--- src/rtl/selection_sort_ctrl.sv ---
// Selection-sort control/compare stage: scans a synchronous-read array, strobes the
// external running-minimum register, and swaps each pass's minimum into position i.
module selection_sort_ctrl #(
    parameter int DATA_WIDTH = 8,
    parameter int ADDR_WIDTH = 4
) (
    input  logic                  i_clk,
    input  logic                  i_rst_n,
    input  logic                  i_start,
    input  logic [ADDR_WIDTH:0]   i_len,
    output logic                  o_busy,
    output logic                  o_done,
    output logic                  o_rd_en,
    output logic [ADDR_WIDTH-1:0] o_rd_addr,
    input  logic [DATA_WIDTH-1:0] i_rd_data,
    output logic                  o_wr_en,
    output logic [ADDR_WIDTH-1:0] o_wr_addr,
    output logic [DATA_WIDTH-1:0] o_wr_data,
    output logic                  o_upd_sel,
    output logic                  o_upd_en,
    output logic [DATA_WIDTH-1:0] o_value_i,
    output logic [DATA_WIDTH-1:0] o_value_j,
    input  logic [DATA_WIDTH-1:0] i_value_smallest
);

    localparam logic [ADDR_WIDTH:0]   MAX_LEN_C = {1'b1, {ADDR_WIDTH{1'b0}}};
    localparam logic [ADDR_WIDTH:0]   TWO_C     = {{(ADDR_WIDTH-1){1'b0}}, 2'b10};
    localparam logic [ADDR_WIDTH:0]   ONE_LEN_C = {{ADDR_WIDTH{1'b0}}, 1'b1};
    localparam logic [ADDR_WIDTH-1:0] ONE_IDX_C = {{(ADDR_WIDTH-1){1'b0}}, 1'b1};

    typedef enum logic [3:0] {
        S_IDLE   = 4'd0,
        S_RD_I   = 4'd1,
        S_LD_I   = 4'd2,
        S_RD_J   = 4'd3,
        S_CMP    = 4'd4,
        S_SWAP_A = 4'd5,
        S_SWAP_B = 4'd6,
        S_NEXT   = 4'd7,
        S_DONE   = 4'd8
    } state_t;

    state_t                  state_r, state_s;
    logic [ADDR_WIDTH-1:0]   i_idx_r, i_idx_s;
    logic [ADDR_WIDTH-1:0]   j_idx_r, j_idx_s;
    logic [ADDR_WIDTH-1:0]   min_idx_r, min_idx_s;
    logic [DATA_WIDTH-1:0]   val_i_r, val_i_s;
    logic [ADDR_WIDTH:0]     len_r, len_s;
    logic [ADDR_WIDTH:0]     len_clamp_s;
    logic [ADDR_WIDTH:0]     len_m1_s;
    logic [ADDR_WIDTH-1:0]   i_next_s;

    // State and datapath registers; reset clears everything so no write can follow reset
    always_ff @(posedge i_clk or negedge i_rst_n) begin
        if (!i_rst_n) begin
            state_r   <= S_IDLE;
            i_idx_r   <= {ADDR_WIDTH{1'b0}};
            j_idx_r   <= {ADDR_WIDTH{1'b0}};
            min_idx_r <= {ADDR_WIDTH{1'b0}};
            val_i_r   <= {DATA_WIDTH{1'b0}};
            len_r     <= {(ADDR_WIDTH+1){1'b0}};
        end else begin
            state_r   <= state_s;
            i_idx_r   <= i_idx_s;
            j_idx_r   <= j_idx_s;
            min_idx_r <= min_idx_s;
            val_i_r   <= val_i_s;
            len_r     <= len_s;
        end
    end

    // Next-state logic and strobes; read data is consumed the cycle it arrives
    always_comb begin
        state_s     = state_r;
        i_idx_s     = i_idx_r;
        j_idx_s     = j_idx_r;
        min_idx_s   = min_idx_r;
        val_i_s     = val_i_r;
        len_s       = len_r;
        o_busy      = 1'b0;
        o_done      = 1'b0;
        o_rd_en     = 1'b0;
        o_rd_addr   = {ADDR_WIDTH{1'b0}};
        o_wr_en     = 1'b0;
        o_wr_addr   = {ADDR_WIDTH{1'b0}};
        o_wr_data   = {DATA_WIDTH{1'b0}};
        o_upd_sel   = 1'b0;
        o_upd_en    = 1'b0;
        o_value_i   = {DATA_WIDTH{1'b0}};
        o_value_j   = {DATA_WIDTH{1'b0}};
        len_clamp_s = (i_len > MAX_LEN_C) ? MAX_LEN_C : i_len;
        len_m1_s    = len_r - ONE_LEN_C;
        i_next_s    = i_idx_r + ONE_IDX_C;

        case (state_r)
            S_IDLE: begin
                if (i_start) begin
                    len_s   = len_clamp_s;
                    i_idx_s = {ADDR_WIDTH{1'b0}};
                    state_s = (len_clamp_s < TWO_C) ? S_DONE : S_RD_I;
                end else begin
                    state_s = S_IDLE;
                end
            end
            S_RD_I: begin
                o_busy    = 1'b1;
                o_rd_en   = 1'b1;
                o_rd_addr = i_idx_r;
                state_s   = S_LD_I;
            end
            S_LD_I: begin
                o_busy    = 1'b1;
                o_value_i = i_rd_data;
                o_upd_sel = 1'b1;
                val_i_s   = i_rd_data;
                min_idx_s = i_idx_r;
                j_idx_s   = i_next_s;
                state_s   = S_RD_J;
            end
            S_RD_J: begin
                o_busy    = 1'b1;
                o_rd_en   = 1'b1;
                o_rd_addr = j_idx_r;
                state_s   = S_CMP;
            end
            S_CMP: begin
                o_busy    = 1'b1;
                o_value_j = i_rd_data;
                // Strict compare keeps the first occurrence on ties
                if (i_rd_data < i_value_smallest) begin
                    o_upd_en  = 1'b1;
                    min_idx_s = j_idx_r;
                end else begin
                    o_upd_en  = 1'b0;
                    min_idx_s = min_idx_r;
                end
                if ({1'b0, j_idx_r} == len_m1_s) begin
                    state_s = S_SWAP_A;
                end else begin
                    j_idx_s = j_idx_r + ONE_IDX_C;
                    state_s = S_RD_J;
                end
            end
            S_SWAP_A: begin
                o_busy = 1'b1;
                if (min_idx_r != i_idx_r) begin
                    o_wr_en   = 1'b1;
                    o_wr_addr = min_idx_r;
                    o_wr_data = val_i_r;
                end else begin
                    o_wr_en   = 1'b0;
                end
                state_s = S_SWAP_B;
            end
            S_SWAP_B: begin
                o_busy = 1'b1;
                if (min_idx_r != i_idx_r) begin
                    o_wr_en   = 1'b1;
                    o_wr_addr = i_idx_r;
                    o_wr_data = i_value_smallest;
                end else begin
                    o_wr_en   = 1'b0;
                end
                state_s = S_NEXT;
            end
            S_NEXT: begin
                o_busy  = 1'b1;
                i_idx_s = i_next_s;
                if ({1'b0, i_next_s} == len_m1_s) begin
                    state_s = S_DONE;
                end else begin
                    state_s = S_RD_I;
                end
            end
            S_DONE: begin
                o_done  = 1'b1;
                state_s = S_IDLE;
            end
            default: begin
                state_s = S_IDLE;
            end
        endcase
    end

endmodule

--- config.mk ---
export PLATFORM = sky130hd
export DESIGN_NAME = selection_sort_ctrl
export DESIGN_NICKNAME = d
export VERILOG_FILES = /design/src/rtl/selection_sort_ctrl.sv
export SDC_FILE = /design/constraint.sdc
export NUM_CORES = 1
export LEC_CHECK = 0
export BUFFER_PORTS_ARGS = -buffer_cell sky130_fd_sc_hd__buf_2
export CORE_MARGIN = 5
export CORE_UTILIZATION = 50
export CTS_CLUSTER_DIAMETER = 80
export DETAILED_ROUTE_END_ITERATION = 8
export GPL_TIMING_DRIVEN = 0
export PLACE_DENSITY = 0.73
export SETUP_SLACK_MARGIN = 0.15
export SYNTH_ARGS = -nofsm -noshare
export SYNTH_HDL_FRONTEND = slang
export SYNTH_SLANG_ARGS = --single-unit
export TNS_END_PERCENT = 50
--- constraint.sdc ---
create_clock -name i_clk -period 2.6 [get_ports i_clk]
set_clock_uncertainty 0.2 [all_clocks]
set_input_delay 0.13 -clock i_clk [delete_from_list [all_inputs] [get_ports i_clk]]
set_output_delay 0.13 -clock i_clk [all_outputs]
set_load 0.02 [all_outputs]
Yosys cells after proc, flatten, opt, wreduce, memory -nomap -nowiden. Cells that the tools add are included. W data, S select, Z words.

Bits in registers: 29. Bits in latches: 0. Memory bits (writable): 0. ROM bits: 0. Bits of input ports: 24. Output and inout bits: 38. Memories kept: 0.

Add/sub/neg operators: 3. Multipliers: 0. Div/mod/pow operators: 0. Order comparisons: 3. Equality and inequality tests: 14. Shift-type cells: 0. Muxes and demuxes: 29. Bitwise logic cells: 0. Reduce and logical (&&, ||, !) cells: 10.

Operator list (count): $pmux W4 S2 (5); $mux W4 (8); $mux W8 (4); $pmux W4 S8 (1); $eq A4 B3 Y1 const B (4); $pmux W8 S2 (1); $eq A4 B5 Y1 (2); $add A4 B1 Y4 const B (2); $eq A4 B2 Y1 const B (2); $lt A8 B8 Y1 (1); $mux W1 (8); $reduce_and A2 Y1 (4); $reduce_or A7 Y1 (1); $ne A2 B2 Y1 const B (3); $gt A5 B5 Y1 const B (1); $lt A5 B2 Y1 const B (1); $mux W5 (1); $sub A5 B1 Y5 const B (1); $eq A4 B1 Y1 const B (1); $eq A4 B4 Y1 const B (1); $logic_not A4 Y1 (1); $ne A4 B4 Y1 (1); $reduce_bool A2 Y1 (2); $reduce_or A2 Y1 (2); $mux W3 (1).

Depth between registers and ports, before layout. Gate-level depths: netlist of run 1.

Depth in word-level cells: 6. Mapped depth: 8. Mapped depth without buffers: 7.

Worst setup path after synthesis of run 1. Ideal clock, no wire load.

Path kind: flip-flop to flip-flop. Start: reg state_r[1]. End: reg min_idx_r[0]. Arrival: 1901 ps. Data required time: 2276 ps. Path slack: 375 ps. Stages on the path, launching flop included: 8. Buffers on the path: 2. Cells stage by stage: dfrtp_1 buf_6 or4b_1 buf_6 a2111oi_4 o31a_4 or2_4 a21oi_1.

Word-level cells in the longest chain between the ends: 3.

RTL lines: from (decl) (RTL line 43) `state_t state_r, state_s;`; from (signal assigned) (RTL line 63) `state_r <= state_s;`; $eq A4 B3 Y1 / $eq A4 B2 Y1 (equally long branches) (RTL line 95) `case (state_r)`; $ne A2 B2 Y1 (no source line) / $reduce_bool A2 Y1 (equally long branches); $reduce_and A2 Y1 (no source line); to (signal assigned) (RTL line 59) `min_idx_r <= {ADDR_WIDTH{1'b0}};`; to (signal assigned) (RTL line 66) `min_idx_r <= min_idx_s;`; to (decl) (RTL line 46) `logic [ADDR_WIDTH-1:0] min_idx_r, min_idx_s;`.

Parallel ways exist; a longest one is shown, timed or not. A chain may end at the register's enable or synchronous reset.

Worst setup path in the final report of run 1.
Start: reg i_idx_r[0]. End: out o_wr_addr[2].

Word-level cells in the longest chain between the ends: 3.

RTL lines: from (decl) (RTL line 44) `logic [ADDR_WIDTH-1:0] i_idx_r, i_idx_s;`; from (signal assigned) (RTL line 57) `i_idx_r <= {ADDR_WIDTH{1'b0}};`; from (signal assigned) (RTL line 64) `i_idx_r <= i_idx_s;`; $ne A4 B4 Y1 * (RTL line 146, 157); $mux W4, on equally long branches (RTL line 157, 146); $pmux W4 S2 * (RTL line 95); to (decl) (RTL line 17) `output logic [ADDR_WIDTH-1:0] o_wr_addr,`.

Every way passes the cells marked *; elsewhere a longest branch is shown, timed or not.

==> flow_metrics.tcl, run 1 <==
set metrics [dict create \
    status "completed" \
    cp_max_fo 10 \
    period_needed_ns 2.39 \
    maxSlewViolCount 0 \
    worstPathArrival_ns 2.06 \
    dp_hpwl_um 4210 \
    area_growth_pct 32.2 \
    root_buffer "clkbuf_8" \
    multi_input_area_um2 1320 \
    slew-limit-headroom 0.542 \
    core_um2 4260 \
    cts.reportedPaths.clkPinSlew_ns 0.07 \
    ant_nets 0 \
    postLayoutCellArea_um2 2860 \
    drive_above_1_share 0.266 \
    final_nets 367 \
    worst_slack_ns 0.207 \
    wl_per_cell_um 15.6 \
    drc 0 \
    synth_top_family_by_area "simple AND/OR/NAND/NOR gates" \
    synth_xor_area_frac 0.0879 \
    avgSynthCellArea_um2 8.72 \
    synthMuxAreaShare 0.0376 \
    cts_tree "yes" \
    timing.fmax_ghz 0.418 \
    antennaDiodeCount 0 \
    fill_cells 387 \
    clock_latency_ns 0.29 \
    grt.overflow.total 0 \
    first_iter_violations 104 \
    rsz0062_at_grt "yes" \
    fin_setup_tns_ns 0 \
    dr.pass1.iters 4 \
    post-route-period-util 0.920 \
    utilization 0.670 \
    fin_worst_hold_slack_ns 0.00121 \
    leakagePower_nw 1.48 \
    grt_pass1_wl_um 9830 \
    syn_inst 248 \
    io_pins 62 \
    cts_max_path_buffers 2 \
    synthFlopType "dfrtp_1" \
    cp.required_ns 2.27 \
    path_class "reg2out" \
    hold_class "in2reg" \
    dp_cells 361 \
    cts.sinks 29 \
    finalSetupViolations 0 \
    instances_no_fill 386 \
    synth_edf_count 0 \
    io_buffer_count 61 \
    synthAdderAreaFrac 0.0578 \
    powerDensity_nw_per_um2 1250 \
    rows 24 \
    numCtsBuffers 5 \
    final-hold-violation-count 0 \
    grt_max_degree 30 \
    die_y_um 75.8 \
    ys_warn_count 0 \
    synthSimpleGateAreaFrac 0.225 \
    synth_compound_area_frac 0.190 \
    grt_use_total 0.225 \
    vias 2129 \
    cts_max_level 2 \
    grt_pass1_vias 2108 \
    report.power.total_mw 3.59 \
    place_area_um2 2530 \
    tightest_slew_ns 0.686 \
    antenna_found_initial 0 \
    synth-seq-area-share 0.335 \
    finalWirelength_um 6040 \
    start_util 0.507 \
    die_x_um 75.8 \
    regArea_um2 726 \
    gp_congestion 0.842 \
    cap_violations 0 \
    startpoint_type "register" \
    synth_seq_cells 29 \
    synth_cell_types 43 \
    max-vdd-ir-drop_uv 664 \
    cp-end-kind "output pin" \
    synth_area_um2 2160 \
    dieArea_um2 5740 \
    synthArstFlopShare 1.00 \
    post-place-ws_ns 0.0404 \
    synth_fp_nets 282 \
    drt-vias-per-instance 5.52 \
]
==> cells in the mapped netlist (all sizes together), types with 10 or more instances <==
master / count / share of area
dfrtp: 29 / 0.34
nor2: 26 / 0.045
and2: 19 / 0.055
inv: 15 / 0.026
clkbuf: 14 / 0.024
a22oi: 12 / 0.042
nor3: 12 / 0.028
xnor2: 11 / 0.045
a21o: 10 / 0.035
ha: 10 / 0.058
==> placed cells by master, fill, tap and decap left out, drive strengths merged, types with 8 or more instances in the layout <==
| master | instances |
|---|---|
| o21ai | 9 |
| dfrtp | 29 |
| nor3 | 12 |
| nand3 | 9 |
| clkbuf | 21 |
| a21o | 10 |
| a22oi | 12 |
| xnor2 | 11 |
| dlygate4sd3 | 15 |
| buf | 67 |
| and2 | 19 |
| xor2 | 8 |
| ha | 10 |
| inv | 15 |
| nand2 | 9 |
| nor2 | 26 |
==> layer usage <==
layer,track usage,wire [um],up-vias
met2,0.396,3060,70
met3,0.0501,425,10
met5,0,0,-
li1,-,-,1044
met1,0.273,2470,1005
met4,0.0621,74,0
==> repair_timing <==
| item | CTS | global route |
|---|---|---|
| resized for setup | 11 | 4 |
| hold endpoints to repair | 40 | 0 |
| hold buffers | 15 | 0 |
| endpoints found under the setup margin | 12 | 17 |
| pin swaps | 0 | 1 |
| buffers inserted | 2 | 0 |
==> flip-flops by register name (all words and copies together) (netlist names) <==
name	cells
val_i_r	8
j_idx_r	4
i_idx_r	4
len_r	5
state_r	4
min_idx_r	4
==> worst max-delay path, stage by stage, from the launching register on <==
cell and delay (ns):
dfrtp_1 0.38, clkbuf_2 0.21, xor2_1 0.22, nor4_4 0.40, clkbuf_2 0.30, nor2_1 0.09
buf_2 0.16
==> worst paths after layout <==
kind,from,end,slack [ns],cells after the start
worst max-delay path,i_idx_r[0],o_wr_addr[2],0.21,6
worst min-delay path,i_rd_data[7],val_i_r[7],0.001,3
worst max register to register,len_r[0],j_idx_r[3],0.27,7
worst min register to register,val_i_r[5],val_i_r[5],0.28,1
max in group asynchronous,i_rst_n,i_idx_r[2],1.54,2
min in group asynchronous,i_rst_n,val_i_r[1],0.22,2
==> logic make-up (layout without fill, tap and decap cells) <==
| group | Yosys count | count (layout) |
|---|---|---|
| xor gates and xnor gates | 20 | 20 |
| AOI/OAI and AO/OA | 54 | 54 |
| adders and majority gates | 10 | 10 |
| and+or+nand+nor | 94 | 94 |
| muxes | 8 | 8 |
| buffers and inverters | 33 | 119 |
| DFF | 29 | 29 |
==> layout make-up <==
cell class	instances	share of cell area
flip-flops and latches	29	0.254
clock inverters	1	0.0105
inverters	15	0.0197
multi-input cells	186	0.463
repair buffers	78	0.167
plain buffers	18	0.0333
clock buffers	7	0.0302
well taps	52	0.0228
==> where the power goes <==
part | total [mW] | leakage (nW) | switching, mW | internal (mW)
Clock | 0.499 | 0.0585 | 0.187 | 0.312
Sequential | 0.851 | 0.359 | 0.183 | 0.668
Combinational | 2.24 | 1.06 | 1.31 | 0.926
Total | 3.59 | 1.48 | 1.68 | 1.91
(Power assumes the default switching activity.)
==> run 2, diff against run 1 <==
--- a/config.mk
+++ b/config.mk
@@ -6,12 +6,15 @@
 export NUM_CORES = 1
 export LEC_CHECK = 0
 export BUFFER_PORTS_ARGS = -buffer_cell sky130_fd_sc_hd__buf_2
+export CAP_MARGIN = 5
+export CELL_PAD_IN_SITES_DETAIL_PLACEMENT = 0
+export CELL_PAD_IN_SITES_GLOBAL_PLACEMENT = 1
 export CORE_MARGIN = 5
-export CORE_UTILIZATION = 50
+export CORE_UTILIZATION = 38
 export CTS_CLUSTER_DIAMETER = 80
 export DETAILED_ROUTE_END_ITERATION = 8
 export GPL_TIMING_DRIVEN = 0
-export PLACE_DENSITY = 0.73
+export PLACE_DENSITY = 0.75
 export SETUP_SLACK_MARGIN = 0.15
 export SYNTH_ARGS = -nofsm -noshare
 export SYNTH_HDL_FRONTEND = slang
==> run 2 against run 1 <==
Net effect: first-iteration DRC count up 16%; count of clock-buffer cells in the layout unchanged; worst setup slack worse by 0.10 ns; flip-flop and latch count unchanged; total power down 3.0%; hold slack better by 0.0082 ns; utilization down 15 points; design area down 0.57%; via count down 3.1%; largest power group unchanged.
==> flow_metrics.tcl, run 2 (synthesis results as in run 1) <==
set metrics [dict create \
    dp_hpwl_um 4420 \
    vias 2062 \
    dieArea_um2 7300 \
    final_nets 365 \
    cp_max_fo 8 \
    cts_max_level 2 \
    post-route-period-util 0.959 \
    grt_pass1_wl_um 10100 \
    powerDensity_nw_per_um2 1220 \
    hold_path_end "val_i_r[3]" \
    cp_top_family "simple AND/OR/NAND/NOR gates" \
    reg.largest.list "val_i_r x8, len_r x5" \
    finalWirelength_um 6060 \
    ant_nets 0 \
    die_x_um 85.5 \
    fin_setup_tns_ns 0 \
    regArea_um2 726 \
    path_buf_inv 3 \
    first_iter_violations 121 \
    layout_common_cells "61 x buf_2, 29 x dfrtp_1, 26 x nor2_1" \
    root_buffer "clkbuf_8" \
    grt.overflow.total 0 \
    top_register "val_i_r" \
    worstReg2RegStart "state_r[1]" \
    cap_violations 0 \
    drc 0 \
    hold_class "in2reg" \
    drt-vias-per-instance 5.12 \
    startpoint_type "register" \
    worstPathCellList "buf_6 > or4b_1 > buf_6 > a2111oi_4 > o31a_4 > buf_4" \
    utilization 0.516 \
    min_path_cells 3 \
    slew-limit-headroom 0.543 \
    finalSetupViolations 0 \
    cts_tree "yes" \
    rsz0062_at_grt "yes" \
    grt_use_total 0.172 \
    cts.sinks 29 \
    max_stage_delay_ns 0.54 \
    period_needed_ns 2.49 \
    leakagePower_nw 1.46 \
    path_common_cell "buf_6" \
    clock_latency_ns 0.28 \
    maxSlewViolCount 0 \
    tightest_slew_ns 0.686 \
    postLayoutCellArea_um2 2840 \
    io_buffer_count 61 \
    ff2ff_setup_slack_ns 0.22 \
    antennaDiodeCount 0 \
    rows 27 \
    start_util 0.393 \
    gp_congestion 0.811 \
    cts.reportedPaths.clkPinSlew_ns 0.06 \
    cp.required_ns 2.27 \
    antenna_found_initial 0 \
    wl_per_cell_um 15.0 \
    met2_length_um 2910 \
    timing.rr.end "min_idx_r[3]" \
    final-hold-violation-count 0 \
    dr.pass1.iters 4 \
    r2r_cells 8 \
    grt_pass1_vias 2045 \
    min-delay-start "i_rd_data[3]" \
    drive_above_1_share 0.269 \
    fill_cells 554 \
    wl_met1_um 2700 \
    path_class "reg2out" \
    max-vdd-ir-drop_uv 651 \
    largest_reg_flops 8 \
    cts_max_path_buffers 2 \
    worstPathArrival_ns 2.16 \
    cpMaxStageDelayCell "or4b_1" \
    die_y_um 85.5 \
    timing.fmax_ghz 0.401 \
    highest_layer "met4" \
    grt_max_degree 30 \
    multi_input_area_um2 1330 \
    io_pins 62 \
    area_growth_pct 31.4 \
    report.power.total_mw 3.48 \
    status "completed" \
    core_um2 5510 \
    place_area_um2 2560 \
    wl_met3_um 369 \
    layout_commonest_cell "buf_2" \
    cp-end-kind "output pin" \
    numCtsBuffers 5 \
    fin_worst_hold_slack_ns 0.00939 \
]
run 2: area by class of cell:
cell class,instances,share of cell area
clock buffer,7,0.0304
inverter,15,0.0198
timing repair buffer,76,0.160
buffer,18,0.0348
sequential,29,0.255
tap,72,0.0317
multi-input combinational,186,0.468
run 2: worst max-delay path by stage:
stage	startpoint	endpoint	slack, ns	depth (start not counted)
6_report	state_r[1]	o_upd_en	0.11	6
5_1_grt	state_r[0]	o_upd_en	0.04	6
4_1_cts	state_r[1]	o_upd_en	0.09	6
3_5_place_dp	i_idx_r[0]	o_wr_addr[2]	-0.07	6
3_3_place_gp	i_idx_r[0]	o_wr_addr[0]	-0.04	6
2_1_floorplan	state_r[1]	min_idx_r[0]	0.37	7
run 2: routing by layer:
metal	vias up	GRT usage
met2	52	0.288
met5	-	0
met1	971	0.221
met3	7	0.0340
met4	0	0.0561
li1	1032	-
run 2: repair_timing:
action | CTS | global route
setup endpoints to repair | 16 | 36
resized for setup | 8 | 11
hold buffers | 14 | 0
pin swaps | 0 | 1
endpoints found under the hold margin | 39 | 0
setup buffers | 1 | 0
run 2: report_power, final:
part           internal, mW  switching [mW]
registers             0.668           0.178
logic                 0.931            1.32
clock network         0.210           0.177
run 2: tightest hold or removal path: stages:
cell and delay, ns:
buf_2 0.10, and2_1 0.14, a21o_1 0.09
run 2: through the flow:
step | instances | worst slack (ns)
2_1_floorplan | 248 | 0.375
3_3_place_gp | 381 | -0.0445
3_5_place_dp | 381 | -0.0664
4_1_cts | 403 | 0.0872
5_1_grt | 403 | 0.0414
6_report | 403 | 0.106
